## src/rtl/we_evt_pkg.sv

```systemverilog
// we_evt_pkg
//   Shared types, readback offsets and helpers for the we_event_monitor block.
//   Readback map (relative to N_CH):
//     SEL_STICKY = N_CH + SEL_STICKY_OFS  -> {snap_cnt, 0, shadow_sticky}
//     SEL_OVF    = N_CH + SEL_OVF_OFS     -> {0, shadow_ovf}
//     SEL_TS_BASE= N_CH + SEL_TS_BASE_OFS -> first timestamp word
//   Optional feature macro: WE_EVT_TIMESTAMP_EN (per-channel timestamp latch).
package we_evt_pkg;

  typedef logic [31:0] rd_word_t;

  localparam int unsigned SEL_STICKY_OFS  = 0;
  localparam int unsigned SEL_OVF_OFS     = 1;
  localparam int unsigned SEL_TS_BASE_OFS = 2;

  // Keep only the low w bits of v; callers pass already zero-extended values.
  function automatic rd_word_t pack(input logic [31:0] v, input int unsigned w);
    rd_word_t m;
    m = (w >= 32) ? '1 : ((32'd1 << w) - 32'd1);
    return v & m;
  endfunction

endpackage

```

## src/rtl/we_evt_chan.sv

```systemverilog
// we_evt_chan
//   One event channel: rising-edge detect, trigger pulse, event counter with
//   saturate/wrap overflow, sticky "seen" flag and (with WE_EVT_TIMESTAMP_EN)
//   a timestamp latch of the last counted edge.
// Ports
//   clk, rst      clock, synchronous active-high reset
//   i_evt         level event source
//   i_en          channel enable (0 = no pulse, no count)
//   i_sat_mode    1 = saturate at max, 0 = wrap to 0
//   i_clr         clear counter, overflow, sticky (and timestamp)
//   i_ts / o_ts   free-running timestamp in / last-edge timestamp out (macro only)
//   o_trig        one-cycle pulse per counted edge
//   o_cnt         live event counter
//   o_ovf         counter hit max on an edge since last clear
//   o_sticky      an edge was seen since last clear
module we_evt_chan
  import we_evt_pkg::*;
#(
  parameter int unsigned CNT_W = 32
`ifdef WE_EVT_TIMESTAMP_EN
  , parameter int unsigned TS_W = 32
`endif
) (
  input  logic             clk,
  input  logic             rst,
  input  logic             i_evt,
  input  logic             i_en,
  input  logic             i_sat_mode,
  input  logic             i_clr,
`ifdef WE_EVT_TIMESTAMP_EN
  input  logic [TS_W-1:0]  i_ts,
  output logic [TS_W-1:0]  o_ts,
`endif
  output logic             o_trig,
  output logic [CNT_W-1:0] o_cnt,
  output logic             o_ovf,
  output logic             o_sticky
);

  logic             r_evt_q;
  logic             r_trig;
  logic [CNT_W-1:0] r_cnt;
  logic             r_ovf;
  logic             r_sticky;
  logic             w_edge;
  logic             w_at_max;

  assign w_edge   = i_evt & ~r_evt_q & i_en;
  assign w_at_max = (r_cnt == '1);

  // Delay flop tracks the input through reset too, so a level already high
  // at release is not taken as an edge, and re-enabling never sees a stale edge.
  always_ff @(posedge clk) begin
    r_evt_q <= i_evt;
  end

  // Clear beats a same-cycle edge for the state, but the pulse still goes out.
  always_ff @(posedge clk) begin
    if (rst) begin
      r_trig   <= 1'b0;
      r_cnt    <= '0;
      r_ovf    <= 1'b0;
      r_sticky <= 1'b0;
    end else begin
      r_trig <= w_edge;
      if (i_clr) begin
        r_cnt    <= '0;
        r_ovf    <= 1'b0;
        r_sticky <= 1'b0;
      end else if (w_edge) begin
        r_sticky <= 1'b1;
        if (w_at_max) begin
          r_ovf <= 1'b1;
          r_cnt <= i_sat_mode ? '1 : '0;
        end else begin
          r_cnt <= r_cnt + CNT_W'(1);
        end
      end
    end
  end

`ifdef WE_EVT_TIMESTAMP_EN
  logic [TS_W-1:0] r_ts_last;

  always_ff @(posedge clk) begin
    if (rst || i_clr) begin
      r_ts_last <= '0;
    end else if (w_edge) begin
      r_ts_last <= i_ts;
    end
  end

  assign o_ts = r_ts_last;
`endif

  assign o_trig   = r_trig;
  assign o_cnt    = r_cnt;
  assign o_ovf    = r_ovf;
  assign o_sticky = r_sticky;

endmodule

```

## src/rtl/we_event_monitor.sv

```systemverilog
// we_event_monitor
//   N-channel event monitor: per-channel edge detect / trigger / counters
//   (we_evt_chan), plus coherent snapshot shadows, snapshot sequence number
//   and a registered readback mux for WireOut access.
//   Optional feature macro: WE_EVT_TIMESTAMP_EN adds a free-running timestamp
//   counter, per-channel last-edge timestamps and their readback words.
// Ports
//   clk, rst    event clock, synchronous active-high reset
//   evt_in      level event sources            evt_en   per-channel enable
//   sat_mode    1 = saturate, 0 = wrap          clr_trig clear counters/flags
//   snap_trig   copy live state into shadows    rd_sel   readback index
//   rd_data     registered readback word (1-cycle latency, shadows only)
//   trig_out    one-cycle edge pulses           sticky   live seen-since-clear
//   any_ovf     OR of live overflow flags       snap_cnt snapshot sequence number
module we_event_monitor
  import we_evt_pkg::*;
#(
  parameter int unsigned N_CH  = 8,
  parameter int unsigned CNT_W = 32,
  parameter int unsigned SEL_W = 6,
  parameter int unsigned TS_W  = 32
) (
  input  logic             clk,
  input  logic             rst,
  input  logic [N_CH-1:0]  evt_in,
  input  logic [N_CH-1:0]  evt_en,
  input  logic             sat_mode,
  input  logic             clr_trig,
  input  logic             snap_trig,
  input  logic [SEL_W-1:0] rd_sel,
  output logic [31:0]      rd_data,
  output logic [N_CH-1:0]  trig_out,
  output logic [N_CH-1:0]  sticky,
  output logic             any_ovf,
  output logic [7:0]       snap_cnt
);

  localparam int unsigned SEL_STICKY = N_CH + SEL_STICKY_OFS;
  localparam int unsigned SEL_OVF    = N_CH + SEL_OVF_OFS;

  if (N_CH < 1 || N_CH > 16) begin : g_bad_nch
    $error("we_event_monitor: N_CH out of range");
  end
  if (CNT_W < 1 || CNT_W > 32 || TS_W < 1 || TS_W > 32) begin : g_bad_width
    $error("we_event_monitor: CNT_W/TS_W out of range");
  end
  if ((2 ** SEL_W) < (2 * N_CH + 2)) begin : g_bad_sel
    $error("we_event_monitor: SEL_W too narrow");
  end

  logic [CNT_W-1:0] w_cnt    [N_CH];
  logic [N_CH-1:0]  w_trig;
  logic [N_CH-1:0]  w_ovf;
  logic [N_CH-1:0]  w_sticky;

  logic [CNT_W-1:0] r_sh_cnt [N_CH];
  logic [N_CH-1:0]  r_sh_ovf;
  logic [N_CH-1:0]  r_sh_sticky;
  logic [7:0]       r_snap_cnt;
  rd_word_t         r_rd_data;
  rd_word_t         w_rd_word;

`ifdef WE_EVT_TIMESTAMP_EN
  localparam int unsigned SEL_TS_BASE = N_CH + SEL_TS_BASE_OFS;

  logic [TS_W-1:0] r_ts;
  logic [TS_W-1:0] w_ts_last [N_CH];
  logic [TS_W-1:0] r_sh_ts   [N_CH];

  always_ff @(posedge clk) begin
    if (rst) r_ts <= '0;
    else     r_ts <= r_ts + TS_W'(1);
  end
`endif

  for (genvar g = 0; g < N_CH; g++) begin : g_chan
    we_evt_chan #(
      .CNT_W(CNT_W)
`ifdef WE_EVT_TIMESTAMP_EN
      , .TS_W(TS_W)
`endif
    ) u_chan (
      .clk        (clk),
      .rst        (rst),
      .i_evt      (evt_in[g]),
      .i_en       (evt_en[g]),
      .i_sat_mode (sat_mode),
      .i_clr      (clr_trig),
`ifdef WE_EVT_TIMESTAMP_EN
      .i_ts       (r_ts),
      .o_ts       (w_ts_last[g]),
`endif
      .o_trig     (w_trig[g]),
      .o_cnt      (w_cnt[g]),
      .o_ovf      (w_ovf[g]),
      .o_sticky   (w_sticky[g])
    );
  end

  // Channel outputs are registers, so sampling them here captures the values
  // from before any same-cycle edge or clear: snapshot-before-clear falls out.
  always_ff @(posedge clk) begin
    if (rst) begin
      for (int unsigned i = 0; i < N_CH; i++) begin
        r_sh_cnt[i] <= '0;
`ifdef WE_EVT_TIMESTAMP_EN
        r_sh_ts[i]  <= '0;
`endif
      end
      r_sh_ovf    <= '0;
      r_sh_sticky <= '0;
      r_snap_cnt  <= '0;
    end else if (snap_trig) begin
      for (int unsigned i = 0; i < N_CH; i++) begin
        r_sh_cnt[i] <= w_cnt[i];
`ifdef WE_EVT_TIMESTAMP_EN
        r_sh_ts[i]  <= w_ts_last[i];
`endif
      end
      r_sh_ovf    <= w_ovf;
      r_sh_sticky <= w_sticky;
      r_snap_cnt  <= r_snap_cnt + 8'd1;
    end
  end

  always_comb begin
    w_rd_word = '0;
    for (int unsigned i = 0; i < N_CH; i++) begin
      if (rd_sel == SEL_W'(i)) w_rd_word = pack(32'(r_sh_cnt[i]), CNT_W);
`ifdef WE_EVT_TIMESTAMP_EN
      if (rd_sel == SEL_W'(SEL_TS_BASE + i)) w_rd_word = pack(32'(r_sh_ts[i]), TS_W);
`endif
    end
    if (rd_sel == SEL_W'(SEL_STICKY)) w_rd_word = {r_snap_cnt, 24'(r_sh_sticky)};
    if (rd_sel == SEL_W'(SEL_OVF))    w_rd_word = pack(32'(r_sh_ovf), N_CH);
  end

  always_ff @(posedge clk) begin
    if (rst) r_rd_data <= '0;
    else     r_rd_data <= w_rd_word;
  end

  assign rd_data  = r_rd_data;
  assign trig_out = w_trig;
  assign sticky   = w_sticky;
  assign any_ovf  = |w_ovf;
  assign snap_cnt = r_snap_cnt;

endmodule

```

## config.mk

```make
export PLATFORM = sky130hd
export DESIGN_NAME = we_event_monitor
export DESIGN_NICKNAME = d
export VERILOG_FILES = /design/src/rtl/we_evt_pkg.sv /design/src/rtl/we_evt_chan.sv /design/src/rtl/we_event_monitor.sv
export SDC_FILE = /design/constraint.sdc
export NUM_CORES = 1
export LEC_CHECK = 0
export CAP_MARGIN = 5
export CORE_UTILIZATION = 40
export DETAILED_ROUTE_END_ITERATION = 8
export PLACE_DENSITY = 0.57
export SLEW_MARGIN = 15
export SYNTH_ARGS = -nofsm -noshare
export SYNTH_HDL_FRONTEND = slang
export SYNTH_HIERARCHICAL = 1
export SYNTH_SLANG_ARGS = --single-unit
```

## constraint.sdc

```tcl
create_clock -name clk -period 4.91 [get_ports clk]
set_input_delay 0.982 -clock clk [delete_from_list [all_inputs] [get_ports clk]]
set_output_delay 0.982 -clock clk [all_outputs]
set_load 0.01 [all_outputs]
```

==> reports/qor.csv <==
metric;value;unit
Psw;0.00253;W
CTS HTree Levels;3;
I/O pins;84;
async set-reset flop share out of synthesis;0;
vias in the first global route;22581;
starting density of the core;0.405;
Die Wd;272;µm
proportion of synthesized chip area in sequential cells;0.501;
die area;73800;µm²
Switching Share;0.229;
mux cell area share after synthesis;0.0218;
antenna violations before repair;6;
first-pass GRT wire length;146000;µm
via count;24036;
worst slew pin tran;1.16;ns
EDFF count, synth;256;
Placement Cell Area;30500;µm²
Final HPWL DP;70200;µm
Post-Synth Simple-Gate Area;0.281;
leakage power;12.0;nW
core box area;71700;µm²
# setup viols final;0;
Syn Inst Count;2867;
internal power;0.00853;W
Hold Crit Class;register to register;
setup repair bufs after CTS;0;
worst vdd ir;0.000230;V
DRC;0;
Yosys cell types;78;
Overall Global Routing Usage;0.260;
DRT Wirelength;97700;µm
startpoint type of the worst setup path;input port;
post-layout minimum cycle time;3.29;ns
RSZ-0062 raised after global routing;false;
clock root buffer;clkbuf_16;
largest net degree at the start of global routing;139;
area leader, netlist;edfxtp_1;
post-synth top area share;0.264;
WL/cell;25.1;µm
share of post-route cells with drive strength above 1;0.103;
nets@finish;2923;
sequential power share;0.492;
I/O Buffers;83;
Post-CTS Resized;0;
Post-Synth Adder-Cell Area;0.00387;
synth warn;6;
std cell rows;98;
endpoints failing hold;0;
final instance area;32800;µm²
Worst-Skew Late Latency;0.62;ns
max-cap violation count;0;
# hold bufs at CTS;0;
critical-path maximum fanout;19;
Crit path required time;5.41;ns
fin crit share;0.670;
#FFs+latches synth;600;
drt pass-1 iters;6;
Layout fillers;6706;
Comb power frac;0.037;
area of the multi-input gates;13500;µm²
status;completed;
post-route ant nets;0;
clk buf depth;3;
GR Overflow Total;0;
synthesis-to-finish area growth;12.9;%
fmax;0.304;GHz
Slew HR;0.218;
Crit Path Category;input port to register;
Die Ht;272;µm
Main synth FF type;dfxtp_1;
largest family of logic cells by synthesized area;simple AND/OR/NAND/NOR gates;
overall power;0.0111;W
XOR/XNOR Fraction of Synth Area;0.0111;
CTS tree;yes;
Final TNS setup;0;ns
Reg area;14600;µm²
Netlist Area Pre-Place;29100;µm²
CTS Sinks;600;
gpl congestion;0.959;
Critical Path AT;3.79;ns
Clk pwr share;0.471;
Synth Area in Compound Gates;0.146;
DRT iter0 DRCs;2497;
power density over the cells;337;nW/µm²
clock skew;0.0290;ns
Mapped Avg Cell Area;10.1;µm²
CTS buffer count;70;
Max Slew Vio Count;0;
CP endpoint kind;register;
synth top area cells;edfxtp_1 (26%), dfxtp_1 (24%), and2_1 (5.0%);
syn nets;2903;
Reg clk slew, reported paths;0.06;ns
Avg Vias per Cell;6.17;
-- cells in the mapped netlist, types with 43 or more instances --
cell type	n
and2_1	232
nand3_1	158
clkbuf_1	103
o21ai_0	97
nor2b_1	68
edfxtp_1	256
nor3_1	49
dfxtp_1	344
mux2i_1	43
a21oi_1	176
nand4_1	108
a31oi_1	119
and4_1	88
and3_1	98
nor2_1	149
nand2_1	123
-- sequential cells by signal, indices dropped and copies added, names as in the netlist --
register                flops
g_chan.u_chan/o_trig        8
snap_cnt                    8
g_chan.u_chan/o_cnt       256
rd_data                    32
r_sh_cnt                  256
r_sh_ovf                    8
g_chan.u_chan/r_evt_q       8
g_chan.u_chan/o_sticky      8
r_sh_sticky                 8
g_chan.u_chan/o_ovf         8
-- kinds of logic after synthesis --
kind of cell	Yosys count
AOI/OAI and AO/OA	657
adders and majority gates	9
DFF	600
and+or+nand+nor	1299
xor gates and xnor gates	37
muxes	61
buffers and inverters	204
-- metrics by stage --
stage	hold slack [ns]	util	setup WS (ns)	instances
3_3_place_gp	0.481	0.426	1.12	3765
5_1_grt	0.515	0.457	1.55	3895
2_1_floorplan	0.438	-	0.905	2867
4_1_cts	0.493	0.457	1.67	3894
6_report	0.485	0.458	1.62	3897
3_5_place_dp	0.487	0.426	1.11	3765
-- area by class of cell --
| type | count | area share |
|---|---|---|
| multi-input cells | 2063 | 0.412 |
| diodes | 3 | 0.000229 |
| well taps | 950 | 0.0362 |
| flip-flops and latches | 600 | 0.444 |
| clock inverters | 30 | 0.00892 |
| repair buffers | 118 | 0.0343 |
| clock buffers | 99 | 0.0605 |
| inverters | 34 | 0.00389 |
-- power groups by stage --
stage,logic [W],clock network [W],registers [W]
final,0.000409,0.00521,0.00544
after global routing,0.000437,0.00552,0.00544
after CTS,0.000409,0.00533,0.00543
after detailed placement,0.000408,0,0.00554
after global placement,0.000405,0,0.00555
after floorplan,0.000229,0,0.00546
-- worst max-delay path, stage by stage --
cell	delay [ns]
clkdlybuf4s50_1	0.75
or2_1	0.23
buf_4	0.25
or4_1	0.70
nand2_1	0.46
nor4_1	0.40
-- routing by layer --
metal,routed length (µm),GRT usage,vias to the layer above
met4,3110,0.0846,6
met2,44600,0.410,902
met3,6110,0.0382,149
met5,40,0,-
li1,-,-,10984
met1,43900,0.365,11995
-- cell usage in the layout (no fill, tap or decap), types with 16 or more instances in the layout --
cell               n
nand4_1          108
and2_1           232
o21ai_1           24
nand2_1          123
nand4_4           16
nor2_1           149
and3_1            98
mux2_2            18
o211ai_1          16
o22ai_1           22
nor3_1            49
and4_1            88
o21a_1            32
nand3_1          158
dfxtp_1          344
nor2b_1           67
nor3_2            16
mux2i_1           43
o21ai_0           97
a21oi_1          176
inv_1             34
clkdlybuf4s50_1   79
or2_2             34
buf_4             32
o221ai_1          17
clkbuf_1          21
nor4_1            37
xor2_1            36
edfxtp_1         256
a31oi_1          119
clkbuf_16         74
nand4_2           16
-- path summary, 6_finish.rpt --
kind | start | end | slack (ns) | cells past startpoint
max | rd_sel[1] | rd_data[18] | 1.62 | 6
min | g_chan[6].u_chan/o_ovf | g_chan[6].u_chan/o_ovf | 0.49 | 2
max reg2reg | g_chan[3].u_chan/o_cnt[13] | g_chan[3].u_chan/o_cnt[11] | 1.95 | 5
min reg2reg | g_chan[6].u_chan/o_ovf | g_chan[6].u_chan/o_ovf | 0.49 | 2
Power figures use the tool's default switching activity.
